## src/rtl/timing_pkg.sv

```systemverilog
// Shared timing types and constants for the bunch strobe generator.
// Holds the FSM state encoding and the default counter/index widths.
package timing_pkg;

    typedef enum logic [2:0] {
        ST_IDLE,
        ST_WAIT,
        ST_ACTIVE,
        ST_GAP,
        ST_DONE
    } state_e;

    localparam int CNT_W_DEF   = 11;
    localparam int BUNCH_W_DEF = 5;

    // Depth from the raw timing inputs to the strobe output: config latch
    // plus output register. The comparator works on the latched config and
    // the live cycle count, so the window lands with zero net offset.
    localparam int PIPE_COMP = 2;

endpackage

```

## src/rtl/bunch_strobe_gen_window_cmp.sv

```systemverilog
// Window comparator: start/end accumulators for the current bunch and the
// equality compares against the live cycle count.
module window_cmp #(
    parameter int CNT_W = 11
) (
    input  logic             clk,
    input  logic             rst,
    input  logic             load_i,
    input  logic             adv_i,
    input  logic [CNT_W-1:0] s0_i,
    input  logic [CNT_W-1:0] ns_i,
    input  logic [CNT_W-1:0] sp_i,
    input  logic [CNT_W-1:0] t_i,
    output logic             start_hit_o,
    output logic             end_hit_o,
    output logic             next_hit_o
);

    // Latest start that can still open: 2^CNT_W-2.
    localparam logic [CNT_W:0] LIM = {1'b0, {(CNT_W-1){1'b1}}, 1'b0};

    logic [CNT_W:0] start_q, start_d;
    logic [CNT_W:0] end_q, end_d;
    logic [CNT_W:0] cur_start, cur_end, nxt_start, t_ext;

    // Current window bounds and the compares against the cycle count.
    always_comb begin
        t_ext     = {1'b0, t_i};
        cur_start = load_i ? {1'b0, s0_i} : start_q;
        cur_end   = load_i ? ({1'b0, s0_i} + {1'b0, ns_i}) : end_q;
        nxt_start = start_q + {1'b0, sp_i};
        start_hit_o = (cur_start <= LIM) && (cur_start == t_ext);
        end_hit_o   = (cur_end == t_ext);
        next_hit_o  = (nxt_start <= LIM) && (nxt_start == t_ext);
        start_d = start_q;
        end_d   = end_q;
        if (load_i) begin
            start_d = cur_start;
            end_d   = cur_end;
        end else if (adv_i) begin
            start_d = nxt_start;
            end_d   = end_q + {1'b0, sp_i};
        end
    end

    // Accumulator registers: load while idle, step by SP per bunch.
    always_ff @(posedge clk) begin
        if (rst) begin
            start_q <= '0;
            end_q   <= '0;
        end else begin
            start_q <= start_d;
            end_q   <= end_d;
        end
    end

endmodule

```

## src/rtl/bunch_strobe_gen.sv

```systemverilog
// Bunch strobe generator: strobe train over equally spaced windows.
// Optional strb_count output enabled by macro BUNCH_STROBE_CNT_EN.
module bunch_strobe_gen
    import timing_pkg::*;
#(
    parameter int CNT_W   = CNT_W_DEF,
    parameter int BUNCH_W = BUNCH_W_DEF
) (
    input  logic               clk,
    input  logic               rst,
    input  logic               store_strb,
    input  logic [CNT_W-1:0]   b1_strobe,
    input  logic [BUNCH_W-1:0] no_bunches,
    input  logic [CNT_W-1:0]   no_samples,
    input  logic [CNT_W-1:0]   sample_spacing,
`ifdef BUNCH_STROBE_CNT_EN
    output logic [CNT_W+BUNCH_W-1:0] strb_count,
`endif
    output logic               bunch_strb,
    output logic [BUNCH_W-1:0] bunch_idx,
    output logic               train_done,
    output logic               cfg_err
);

    state_e state_q, state_d;

    logic [CNT_W-1:0]   t_q;
    logic [CNT_W-1:0]   s0_q, ns_q, sp_q;
    logic [BUNCH_W-1:0] nb_q;
    logic               armed_q;
    logic [BUNCH_W-1:0] k_q, k_d;
    logic               strb_q, strb_d;
    logic [BUNCH_W-1:0] idx_q, idx_d;
    logic               done_q, done_d;
    logic               err_q;

    logic cfg_bad, last, load, adv;
    logic start_hit, end_hit, next_hit;

    assign cfg_bad = (nb_q == '0) || (ns_q == '0) ||
                     ((nb_q > BUNCH_W'(1)) && (sp_q < ns_q));
    assign last = (k_q == (nb_q - BUNCH_W'(1)));
    assign load = (state_q == ST_IDLE);
    assign adv  = store_strb && (state_q == ST_ACTIVE) && end_hit && !last;

    window_cmp #(
        .CNT_W(CNT_W)
    ) u_cmp (
        .clk         (clk),
        .rst         (rst),
        .load_i      (load),
        .adv_i       (adv),
        .s0_i        (s0_q),
        .ns_i        (ns_q),
        .sp_i        (sp_q),
        .t_i         (t_q),
        .start_hit_o (start_hit),
        .end_hit_o   (end_hit),
        .next_hit_o  (next_hit)
    );

    // Config latch: track the timing inputs while the store window is low.
    always_ff @(posedge clk) begin
        if (rst) begin
            s0_q <= '0;
            ns_q <= '0;
            sp_q <= '0;
            nb_q <= '0;
        end else if (!store_strb) begin
            s0_q <= b1_strobe;
            ns_q <= no_samples;
            sp_q <= sample_spacing;
            nb_q <= no_bunches;
        end
    end

    // Arming: a train may only start on a store rise seen after reset.
    always_ff @(posedge clk) begin
        if (rst) begin
            armed_q <= 1'b0;
        end else if (!store_strb) begin
            armed_q <= 1'b1;
        end
    end

    // Cycle counter: value of t at the next edge, saturating.
    always_ff @(posedge clk) begin
        if (rst || !store_strb) begin
            t_q <= '0;
        end else if (t_q != '1) begin
            t_q <= t_q + CNT_W'(1);
        end
    end

    // FSM state register.
    always_ff @(posedge clk) begin
        if (rst) begin
            state_q <= ST_IDLE;
        end else begin
            state_q <= state_d;
        end
    end

    // FSM next-state logic.
    always_comb begin
        state_d = state_q;
        if (!store_strb) begin
            state_d = ST_IDLE;
        end else begin
            unique case (state_q)
                ST_IDLE: begin
                    if (armed_q && !cfg_bad) begin
                        state_d = start_hit ? ST_ACTIVE : ST_WAIT;
                    end
                end
                ST_WAIT, ST_GAP: begin
                    if (start_hit) begin
                        state_d = ST_ACTIVE;
                    end
                end
                ST_ACTIVE: begin
                    if (end_hit) begin
                        if (last) begin
                            state_d = ST_DONE;
                        end else if (next_hit) begin
                            state_d = ST_ACTIVE;
                        end else begin
                            state_d = ST_GAP;
                        end
                    end
                end
                ST_DONE: state_d = ST_DONE;
                default: state_d = ST_IDLE;
            endcase
        end
    end

    // FSM output logic: next strobe, index and done pulse.
    always_comb begin
        k_d = k_q;
        if (state_d == ST_IDLE) begin
            k_d = '0;
        end else if (adv) begin
            k_d = k_q + BUNCH_W'(1);
        end
        strb_d = (state_d == ST_ACTIVE);
        idx_d  = idx_q;
        if (state_d == ST_IDLE) begin
            idx_d = '0;
        end else if (state_d == ST_ACTIVE) begin
            idx_d = k_d;
        end
        done_d = store_strb && (state_q == ST_ACTIVE) && end_hit && last;
    end

    // Registered outputs and bunch index.
    always_ff @(posedge clk) begin
        if (rst) begin
            k_q    <= '0;
            strb_q <= 1'b0;
            idx_q  <= '0;
            done_q <= 1'b0;
        end else begin
            k_q    <= k_d;
            strb_q <= strb_d;
            idx_q  <= idx_d;
            done_q <= done_d;
        end
    end

    // Config error: decided at train start, held until store drops.
    always_ff @(posedge clk) begin
        if (rst || !store_strb) begin
            err_q <= 1'b0;
        end else if (state_q == ST_IDLE && armed_q) begin
            err_q <= cfg_bad;
        end
    end

`ifdef BUNCH_STROBE_CNT_EN
    logic [CNT_W+BUNCH_W-1:0] cnt_q;

    // Strobe-cycle counter: restarts at t = 0, holds once the train stops.
    always_ff @(posedge clk) begin
        if (rst) begin
            cnt_q <= '0;
        end else if (store_strb && state_q == ST_IDLE && armed_q) begin
            cnt_q <= {{(CNT_W+BUNCH_W-1){1'b0}}, strb_d};
        end else if (strb_d) begin
            cnt_q <= cnt_q + {{(CNT_W+BUNCH_W-1){1'b0}}, 1'b1};
        end
    end

    assign strb_count = cnt_q;
`endif

    assign bunch_strb = strb_q;
    assign bunch_idx  = idx_q;
    assign train_done = done_q;
    assign cfg_err    = err_q;

endmodule
```

## config.mk

```make
export PLATFORM = sky130hd
export DESIGN_NAME = bunch_strobe_gen
export DESIGN_NICKNAME = d
export VERILOG_FILES = /design/src/rtl/timing_pkg.sv /design/src/rtl/bunch_strobe_gen_window_cmp.sv /design/src/rtl/bunch_strobe_gen.sv
export SDC_FILE = /design/constraint.sdc
export NUM_CORES = 1
export LEC_CHECK = 0
export BUFFER_PORTS_ARGS = -buffer_cell sky130_fd_sc_hd__buf_2
export CORE_UTILIZATION = 55
export CTS_CLUSTER_SIZE = 12
export DETAILED_ROUTE_END_ITERATION = 10
export HOLD_SLACK_MARGIN = 0.02
export PLACE_DENSITY = 0.77
export REMOVE_ABC_BUFFERS = 1
export SLEW_MARGIN = 25
export SYNTH_ARGS = -nofsm -noshare
export SYNTH_HDL_FRONTEND = slang
export SYNTH_SLANG_ARGS = --single-unit
```

## constraint.sdc

```tcl
create_clock -name clk -period 3.9 [get_ports clk]
set_input_delay 0.195 -clock clk [delete_from_list [all_inputs] [get_ports clk]]
set_output_delay 0.195 -clock clk [all_outputs]
set_load 0.005 [all_outputs]
```

==> Yosys cells after proc, flatten, opt, wreduce, memory -nomap -nowiden <==
Index checks and enable logic that the tools add are counted.
Widths: inputs -> output; s select.
{ "op_classes": {"n_addsub": 6, "n_eq_ne": 10, "reduce_logical": 22, "muxes": 16, "order_cmp": 4} }
{ "ops": {"columns": ["operator", "n"], "rows": [
  ["$mux 12", 6],
  ["$eq 12x11->1", 3],
  ["$add 12x11->12", 2],
  ["$le 12x11->1 const B", 2],
  ["$mux 3", 5],
  ["$add 11x11->12", 1],
  ["$pmux 3 s4", 1],
  ["$add 11x1->11 const B", 1],
  ["$logic_not 11->1", 1],
  ["$lt 11x11->1", 1],
  ["$ne 11x11->1 const B", 1],
  ["$mux 5", 2],
  ["$eq 3x2->1 const B", 3],
  ["$logic_and 1x1->1", 9],
  ["$logic_not 3->1", 2],
  ["$add 5x1->5 const B", 1],
  ["$eq 5x5->1", 1],
  ["$gt 5x1->1 const B", 1],
  ["$logic_not 5->1", 1],
  ["$sub 5x1->5 const B", 1],
  ["$reduce_or 2->1", 2],
  ["$eq 3x1->1 const B", 1],
  ["$eq 3x3->1 const B", 1],
  ["$logic_not 1->1", 3],
  ["other kinds (4)", 6]
]} }
{ "totals": {"ff_bits": 90, "out_inout_bits": 8, "in_bits": 41} }

==> Depth between registers and ports, before layout <==
Gate-level depths: netlist of the first run.
{ "logic_depth": {"depth_word": 10, "depth_mapped": 14} }

==> Cells and area by module <==
A second synthesis of the first run with hierarchy kept.
{ "hier_totals": {"hier_cells": 741, "hier_area_um2": 6218.5} }
{ "modules_own_cells": {"columns": ["mod", "seq_area_each_um2", "instances", "area_per_inst_um2", "cells_per_inst"], "rows": [
  ["window_cmp", 480.5, 1, 3198.1, 411],
  ["bunch_strobe_gen", 1321.3, 1, 3020.4, 330]
]} }

==> Least setup slack after synthesis of the first run <==
OpenSTA, ideal clock, no wires.
{ "synth_path": {"path_type": "register to register", "start": "reg s0_q[0]", "end": "reg idx_q[3] (netlist: bunch_idx[3])", "required_ps": 3821, "stages_incl_launch_ff": 15, "synth_period_minus_slack_ps": 3813, "arrival_ps": 3734, "slack_ps": 87, "setup_ps": 79, "cell_sequence": "dfxtp_1 > ha_1 > inv_1 > fa_1 > xnor2_1 > a221o_1 > a211o_1 > a2bb2oi_1 > or4_1 > or3_4 > nor4_4 > a21oi_2 > o21a_1 > buf_6 > a211oi_2"} }
{ "synth_via": {"elab_chain_cells": 9, "word_cells_on_any_way": 20, "classes_between": "1 x add/sub; 1 x order compare; 3 x eq/ne; 10 x mux; 5 x reduce/logical"} }
{ "synth_rtl": {"columns": ["element", "line_no", "rtl"], "rows": [
  ["start: declaration", "bunch_strobe_gen.sv:28", "logic [CNT_W-1:0] s0_q, ns_q, sp_q;"],
  ["start signal: assignment", "bunch_strobe_gen.sv:70", "s0_q <= b1_strobe;"],
  ["parallel branches: the longest is 9 deep, another holds $add 11x11->12", null, null],
  ["end signal: assignment", "bunch_strobe_gen.sv:166", "idx_q <= idx_d;"],
  ["end: declaration", "bunch_strobe_gen.sv:33", "logic [BUNCH_W-1:0] idx_q, idx_d;"]
]} }
Several ways; the timed one is not identified.
A chain may end at the register's enable or synchronous reset.

==> Worst setup path after layout of the first run <==
{ "layout_path": {"start": "reg ns_q[0]", "end": "reg idx_q[0] (netlist: bunch_idx[0])"} }
{ "layout_via": {"elab_chain_cells": 10, "word_cells_on_any_way": 21, "classes_between": "1 x add/sub; 1 x order compare; 2 x eq/ne; 7 x mux; 10 x reduce/logical"} }
{ "layout_rtl": {"columns": ["element", "line_no", "rtl"], "rows": [
  ["start: declaration", "bunch_strobe_gen.sv:28", null],
  ["start signal: assignment", "bunch_strobe_gen.sv:71", "ns_q <= no_samples;"],
  ["parallel branches: the longest is 10 deep, another holds $add 11x11->12", null, null]
]} }
Several ways; the timed one is not identified.

==> summary.md, run 1 <==
| Metric | Value |
|---|---|
| Status | `finished, violations left` |
| Failing checks | `DRC` |
| Detailed Routing Iterations Pass 1 | `8` |
| First-pass GRT wire length | `between 20000 and 30000 um` |
| Via count | `between 6000 and 7000` |
| Layout filler cell count | `910` |
| Tcrit/Tclk final | `99.47%` |
| Synth cell types | `69` |
| Critical path class | `reg -> reg` |
| Clock slew at reported path FFs | `60 ps` |
| Yosys reg bits | `90` |
| Net Sw Frac | `28.91%` |
| Total CTS buffers | `9` |
| Antenna diodes | `0` |
| Final hold violation count | `0` |
| Skew-Pair Late Insertion Delay | `roughly 360 ps` |
| Drt initial violations | `between 500 and 600` |
| Cts hold-fix bufs | `0` |
| Drc violations | `1` |
| H-tree depth | `3` |
| Syn. warnings | `0` |
| Sink Count | `90` |
| Setup-failing EPs final | `0` |
| RSZ-0062 raised after global routing | `true` |
| Total GRT Usage | `around 33%` |
| Final Util | `around two thirds` |
| Area growth, synth to finish | `15.80%` |
| Clock skew | `slightly above 9 ps` |
| Wl on met1 | `7689 um` |
| CTS tree | `yes` |
| Worst-path fanout max | `10` |
| Achievable frequency | `roughly 260 MHz` |
| DRT Wirelength | `approximately 19000 um` |
| CP required | `~4200 ps` |
| I/O Pins | `49` |
| Total power | `2.614 mW` |
| Max Cap Viol | `0` |
| CP Data Arrival Time | `between 4000 and 5000 ps` |
| Met3 wire length | `approximately 1600 um` |
| Fin. max-slew vios | `0` |
| Crit. End Element | `flop` |
| Internal power | `1.858 mW` |
| Netlist Area Pre-Place | `6329 sq um` |
| Switching power | `~760 uW` |
| CTS Root Cell | `clkbuf_16` |
| RePlAce Congestion | `about 0.97` |
| Placed cell count | `933` |
| Max Used Layer | `met4` |
| Largest net degree at the start of global routing | `39` |
| Fraction of registers with async set/reset | `0%` |
| Worst slew margin | `between 40% and 50%` |
| FF-to-FF path depth | `14` |
| Area of the core | `approximately 11000 sq um` |
| WHS Path Cells | `3` |
| CTS Buffer Depth | `2` |
| Initial antenna violation count | `0` |
| Row count | `38` |
| Die span in x | `109.3 um` |
| Post-synthesis sequential area ratio | `between 20 and 30%` |
| Via-per-instance ratio | `about 6.3` |
| Antenna Nets Post-Route | `0` |
| Initial Util | `57.37%` |
| TNS Setup | `0 ps` |
| Die area | `between 10000 and 15000 sq um` |
| Flop pwr share | `between 30% and 40%` |
| Routed wl met2 | `about 8500 um` |
| Crit start category | `flop` |
| Leak pwr | `3.185 nW` |
| Non-Filler Instances | `956` |
| Die Y | `about 110 um` |
| Combinational group share of total power | `roughly 22%` |
| Main synth FF type | `dfxtp_1` |
| Post-DP HPWL | `14080 um` |
| DR WL/cell | `a little under 20 um` |
| Number of global-route vias before repair | `approximately 5600` |
| Clock share of power | `just under 40%` |
| Nets | `904` |
| Worst min path class | `in -> reg` |
| Proportion of layout cells with a drive suffix above 1 | `between 10% and 20%` |
| Gr ovfl total | `0` |
| Post-synth EDFFs | `0` |
| PD cells | `roughly 360 nW/um^2` |
| Synth Area per Inst | `around 8.4 sq um` |
| Worst vdd ir | `around 0.33 mV` |
| Cell count after synthesis | `around 750` |
| Slew @ Worst Pin | `approximately 760 ps` |
| Tmin final | `about 3900 ps` |
| PortBufs | `between 40 and 50` |
## metrics by stage
| stage | cell area, sq um | hold slack [ps] | setup slack, ps |
|---|---|---|---|
| 6_report | 7328 | 67.62 | 20.59 |
| 5_1_grt | 7328 | 72.16 | -57.51 |
| 4_1_cts | 7204 | 62.63 | 5.725 |
| 3_5_place_dp | 6840 | 433.3 | -51.95 |
| 3_3_place_gp | 6840 | 423.1 | 45.74 |
| 2_1_floorplan | 6157 | 264.1 | -1764 |
## power by group through the flow
stage / logic (mW) / registers, mW / clock network (mW)
floorplan: 0.375 / 1.02 / 0
global placement: 0.520 / 1.04 / 0
detailed placement: 0.538 / 1.04 / 0
CTS: 0.545 / 1.02 / 1.02
global route: 0.621 / 1.03 / 1.06
finish: 0.570 / 1.03 / 1.02
## placed cells by master, fill, tap and decap left out, drive strengths merged, types with 5 or more instances in the layout
cell     n
o21bai   8
inv     35
o311ai   5
a21oi   57
nor3    18
clkbuf  10
and3     7
nand4   13
o22ai    5
nand2b   7
xnor2   45
nand2   41
a22oi    8
xor2    29
and2     6
nor2    83
buf     91
a21o    10
nand3   15
mux2i   57
dfxtp   90
nor4     9
a211oi  17
or3     11
o21ai   18
ha      48
## synth_stat cells (15+ instances only)
cell type | n | area, sq um
xor2_1 | 29 | 254.0
inv_1 | 35 | 131.4
xnor2_1 | 45 | 394.1
a21oi_1 | 56 | 280.3
nor2_1 | 83 | 311.6
dfxtp_1 | 90 | 1802
nor3_1 | 18 | 90.09
ha_1 | 48 | 600.6
nand3_1 | 15 | 75.07
nand2_1 | 41 | 153.9
mux2i_1 | 57 | 570.6
clkbuf_1 | 24 | 90.09
o21ai_0 | 17 | 85.08
## metal layers
metal | vias up | global-route usage (%)
li1 | 2832 | -
met1 | 2841 | 40.99
met2 | 286 | 52.29
met3 | 50 | 8.548
met4 | 0 | 14.95
met5 | - | 0
## worst max-delay path, stage by stage, from the launching register on
cell	delay (ps)
dfxtp_2	360
ha_4	140
inv_2	40
fa_2	580
xnor2_2	80
a221o_1	260
a211o_1	270
a2bb2oi_1	160
or4_1	410
or3_4	400
nor4_4	350
buf_6	190
a21oi_2	80
o21a_2	290
a211oi_2	190
## layout make-up
| type | instances | area, sq um | area share, % |
|---|---|---|---|
| sequential | 90 | 1804 | 24.62 |
| tap | 140 | 175.2 | 2.390 |
| timing repair buffer | 91 | 581.8 | 7.939 |
| inverter | 35 | 131.4 | 1.793 |
| clock buffer | 10 | 239.0 | 3.261 |
| multi-input combinational | 585 | 4294 | 58.60 |
| clock inverter | 5 | 102.6 | 1.400 |
## flip-flops by register name, indices dropped and copies added (netlist names)
signal,flops
ns_q,11
cfg_err,1
train_done,1
armed_q,1
u_cmp.end_q,12
s0_q,11
u_cmp.start_q,12
k_q,5
bunch_idx,5
nb_q,5
state_q,3
bunch_strb,1
t_q,11
sp_q,11
## what timing repair did
item	in CTS	in global routing
setup buffers	1	6
pin swaps	1	8
setup endpoints to repair	11	33
gates resized for setup	4	22
cloned	0	1
## worst paths after layout
| kind | from | to | slack, ps |
|---|---|---|---|
| setup / recovery | ns_q[0]$_SDFFE_PP0N_ | bunch_idx[0]$_SDFFE_PP0N_ | 20 |
| hold reg to reg | armed_q$_SDFFE_PP0N_ | armed_q$_SDFFE_PP0N_ | 470 |
| setup reg to reg | ns_q[0]$_SDFFE_PP0N_ | bunch_idx[0]$_SDFFE_PP0N_ | 20 |
| hold / removal | sample_spacing[4] | sp_q[4]$_SDFFE_PP0N_ | 70 |
## cells by family (layout without fill, tap and decap cells)
family	Yosys count	count (layout)	share of synthesized area, %
and+or+nand+nor	230	230	18.01
adders and majority gates	51	51	10.44
AOI/OAI and AO/OA	170	170	18.51
xor gates and xnor gates	74	74	10.24
buffers and inverters	74	141	4.784
DFF	90	90	28.47
muxes	60	60	9.549
Note: power is estimated with default switching activity, not from simulation.
==> run 2: changes to the inputs <==
- SYNTH_HIERARCHICAL: not set -> 1
==> summary.md, run 2 <==
| Metric | Value |
|---|---|
| H-tree depth | `3` |
| Failing checks | `setup timing` |
| Max Used Layer | `met4` |
| Critical path class | `reg -> reg` |
| Most frequent cells after synthesis | `nor2_1 (101), dfxtp_1 (90), mux2i_1 (68)` |
| Drt initial violations | `710` |
| Sink Count | `90` |
| Tmin final | `around 4000 ps` |
| Slowest cell delay on critical path | `roughly 370 ps` |
| Row count | `38` |
| Yosys reg bits | `90` |
| Worst slew margin | `about 42%` |
| Largest net degree at the start of global routing | `48` |
| Cts hold-fix bufs | `0` |
| Flop pwr share | `41.1%` |
| Final Util | `between 70% and 80%` |
| DP Area | `7122 sq um` |
| Syn. warnings | `6` |
| Biggest area consumer among synthesized cells | `dfxtp_1` |
| Commonest cells after routing, fill and taps aside | `nor2_1 (99), dfxtp_1 (84), buf_4 (83), mux2i_1 (67), a21oi_1 (49)` |
| RePlAce Congestion | `about 0.96` |
| CP Cell Sequence | `ha_4 > fa_2 > a21oi_4 > o21ai_1 > buf_4 > a211oi_1 > a31oi_1 > and3_1 > o211a_1 > o2111ai_2 > a211oi_2 > nand2b_1 > or2_4 > nor2_4 > nand3_2 > inv_4 > buf_12 > buf_12 > mux2i_1 > nor2_1 > a21oi_1 > nor2_1` |
| Wl on met1 | `just over 8000 um` |
| Met3 wire length | `1345 um` |
| Number of global-route vias before repair | `between 5000 and 6000` |
| Synth cell types | `just over 60` |
| Post-DP HPWL | `about 14000 um` |
| Initial Util | `a little under three fifths` |
| Netlist Area Pre-Place | `between 6000 and 7000 sq um` |
| Adder and majority gate portion of the synthesized area | `10.62%` |
| CTS Root Cell | `clkbuf_16` |
| Crit. End Element | `flop` |
| Via count | `a little over 6000` |
| Status | `finished, violations left` |
| Routed wl met2 | `9157 um` |
| Proportion of layout cells with a drive suffix above 1 | `roughly a quarter` |
| Synth Area per Inst | `about 8.4 sq um` |
| Die span in x | `between 100 and 150 um` |
| Detailed Routing Iterations Pass 1 | `7` |
| First-pass GRT wire length | `~29000 um` |
| PortBufs | `48` |
| Post-Layout Inst Area | `between 7000 and 8000 sq um` |
| Post-synth EDFFs | `0` |
| Clock skew | `around 11 ps` |
| TNS Setup | `-508.8 ps` |
| Clock share of power | `about a third` |
| Multiplexer share of the synthesized area | `about 11%` |
| Gr ovfl total | `0` |
| CTS tree | `yes` |
| Area growth, synth to finish | `23.86%` |
| Worst vdd ir | `approximately 0.23 mV` |
| Largest family of logic cells by synthesized area | `simple AND/OR/NAND/NOR gates` |
| Post-Synth XOR/XNOR Area | `11.11%` |
| Tcrit/Tclk final | `102.1%` |
| CTS Buffer Depth | `2` |
| Slew @ Worst Pin | `just under 900 ps` |
| PD cells | `about 320 nW/um^2` |
| Most common cell after layout, fill and taps aside | `nor2_1` |
| Skew-Pair Late Insertion Delay | `350 ps` |
| Synth Area in Simple Gates | `approximately 17%` |
| Layout filler cell count | `829` |
| I/O Pins | `a little under 50` |
| Achievable frequency | `~250 MHz` |
| Area of the core | `10940 sq um` |
| Die Y | `around 110 um` |
| Final hold violation count | `0` |
| Biggest regs | `u_cmp/end_q (12), u_cmp/start_q (12)` |
| Fraction of registers with async set/reset | `0%` |
| Worst path buffer plus inverter count | `4` |
| Net Sw Frac | `roughly 30%` |
| Worst-path fanout max | `10` |
| Antenna Nets Post-Route | `0` |
| Synth Area in Compound Gates | `between 10% and 20%` |
| CP max-delay cell | `dfxtp_2` |
| Top-count cell post-synth | `nor2_1` |
| Final setup margin | `-82.68 ps` |
| Antenna diodes | `0` |
| Leak pwr | `approximately 3.5 nW` |
| Crit path max-delay family | `compound AO/OA/AOI/OAI gates` |
| RSZ-0062 raised after global routing | `true` |
| Cell count after synthesis | `741` |
| Die area | `roughly 12000 sq um` |
| Combinational group share of total power | `24.4%` |
| Drc violations | `0` |
| Total GRT Usage | `between 30% and 40%` |
| Fin. max-slew vios | `0` |
| Nets | `~950` |
| Worst min path class | `in -> reg` |
| Post-synthesis sequential area ratio | `approximately 29%` |
| Clock slew at reported path FFs | `~60 ps` |
| Via-per-instance ratio | `between 6 and 7` |
| Total CTS buffers | `9` |
| Setup-failing EPs final | `14` |
| Switching power | `around 740 uW` |
| CP Data Arrival Time | `4190 ps` |
| CP required | `a little over 4000 ps` |
| DR WL/cell | `19.21 um` |
| Max Cap Viol | `0` |
| Internal power | `about 1.7 mW` |
| DRT Wirelength | `19230 um` |
| Yosys top cell area share | `roughly 29%` |
| Crit start category | `flop` |
| Initial antenna violation count | `0` |
| Main synth FF type | `dfxtp_1` |
| Largest cells by area after synthesis | `dfxtp_1 (29%), mux2i_1 (11%), ha_1 (9.7%)` |
-- run 2: final cells by class --
cell class / count / area, sq um / share of cell area, %
clock buffer: 15 / 277.8 / 3.606
inverter: 35 / 133.9 / 1.738
sequential: 90 / 1809 / 23.49
tap: 140 / 175.2 / 2.274
timing repair buffer: 139 / 993.5 / 12.90
clock inverter: 1 / 7.507 / 0.09747
multi-input combinational: 581 / 4305 / 55.90
-- run 2: repair_timing --
item,4_1_cts,5_1_grt
gates resized for setup,12,32
gates cloned,0,1
buffers inserted,2,8
pin swaps,9,19
setup endpoints to repair,36,34
-- run 2: logic make-up after synthesis --
logic type | count (synthesis)
DFF | 90
buffers and inverters | 70
muxes | 69
AOI/OAI and AO/OA | 152
adders and majority gates | 51
and+or+nand+nor | 231
xor gates and xnor gates | 78
-- run 2: per-layer routing --
metal,vias up,global-route usage [%]
li1,2859,-
met1,2926,41.55
met5,-,0
met3,72,5.184
met2,292,54.41
met4,0,12.64
-- run 2: stage by stage --
stage                     total power, mW  hold WS [ps]  setup slack [ps]  cells
after floorplan                     1.365         264.1             -4481    706
after global placement              1.553         422.5            -212.8    974
after detailed placement            1.576         432.1            -475.1    974
after CTS                           2.427         72.93             5.875    992
after global routing                2.558         85.27            -265.3   1001
final                               2.471         75.24            -82.68   1001
-- run 2: worst paths after layout --
path / startpoint / endpoint / slack [ps] / cells after the start
min: no_bunches[2] / nb_q[2]$_SDFFE_PP0N_ / 80 / 3
max: s0_q[0]$_SDFFE_PP0N_ / u_cmp/start_q[3]$_SDFFE_PP0P_ / -80 / 22
max reg2reg: s0_q[0]$_SDFFE_PP0N_ / u_cmp/start_q[3]$_SDFFE_PP0P_ / -80 / 22
min reg2reg: bunch_idx[1]$_SDFFE_PP0N_ / bunch_idx[1]$_SDFFE_PP0N_ / 480 / 2
-- run 2: tightest hold or removal path: stages --
cell     delay [ps]
buf_2            70
mux2i_1          50
nor2_1           70
-- run 2: power by group through the flow --
stage | Clock (mW) | Sequential, mW | Combinational (mW)
after detailed placement | 0 | 1.03 | 0.547
after floorplan | 0 | 1.02 | 0.343
after global placement | 0 | 1.03 | 0.527
after CTS | 0.855 | 1.01 | 0.562
after global routing | 0.892 | 1.02 | 0.648
final | 0.852 | 1.01 | 0.604
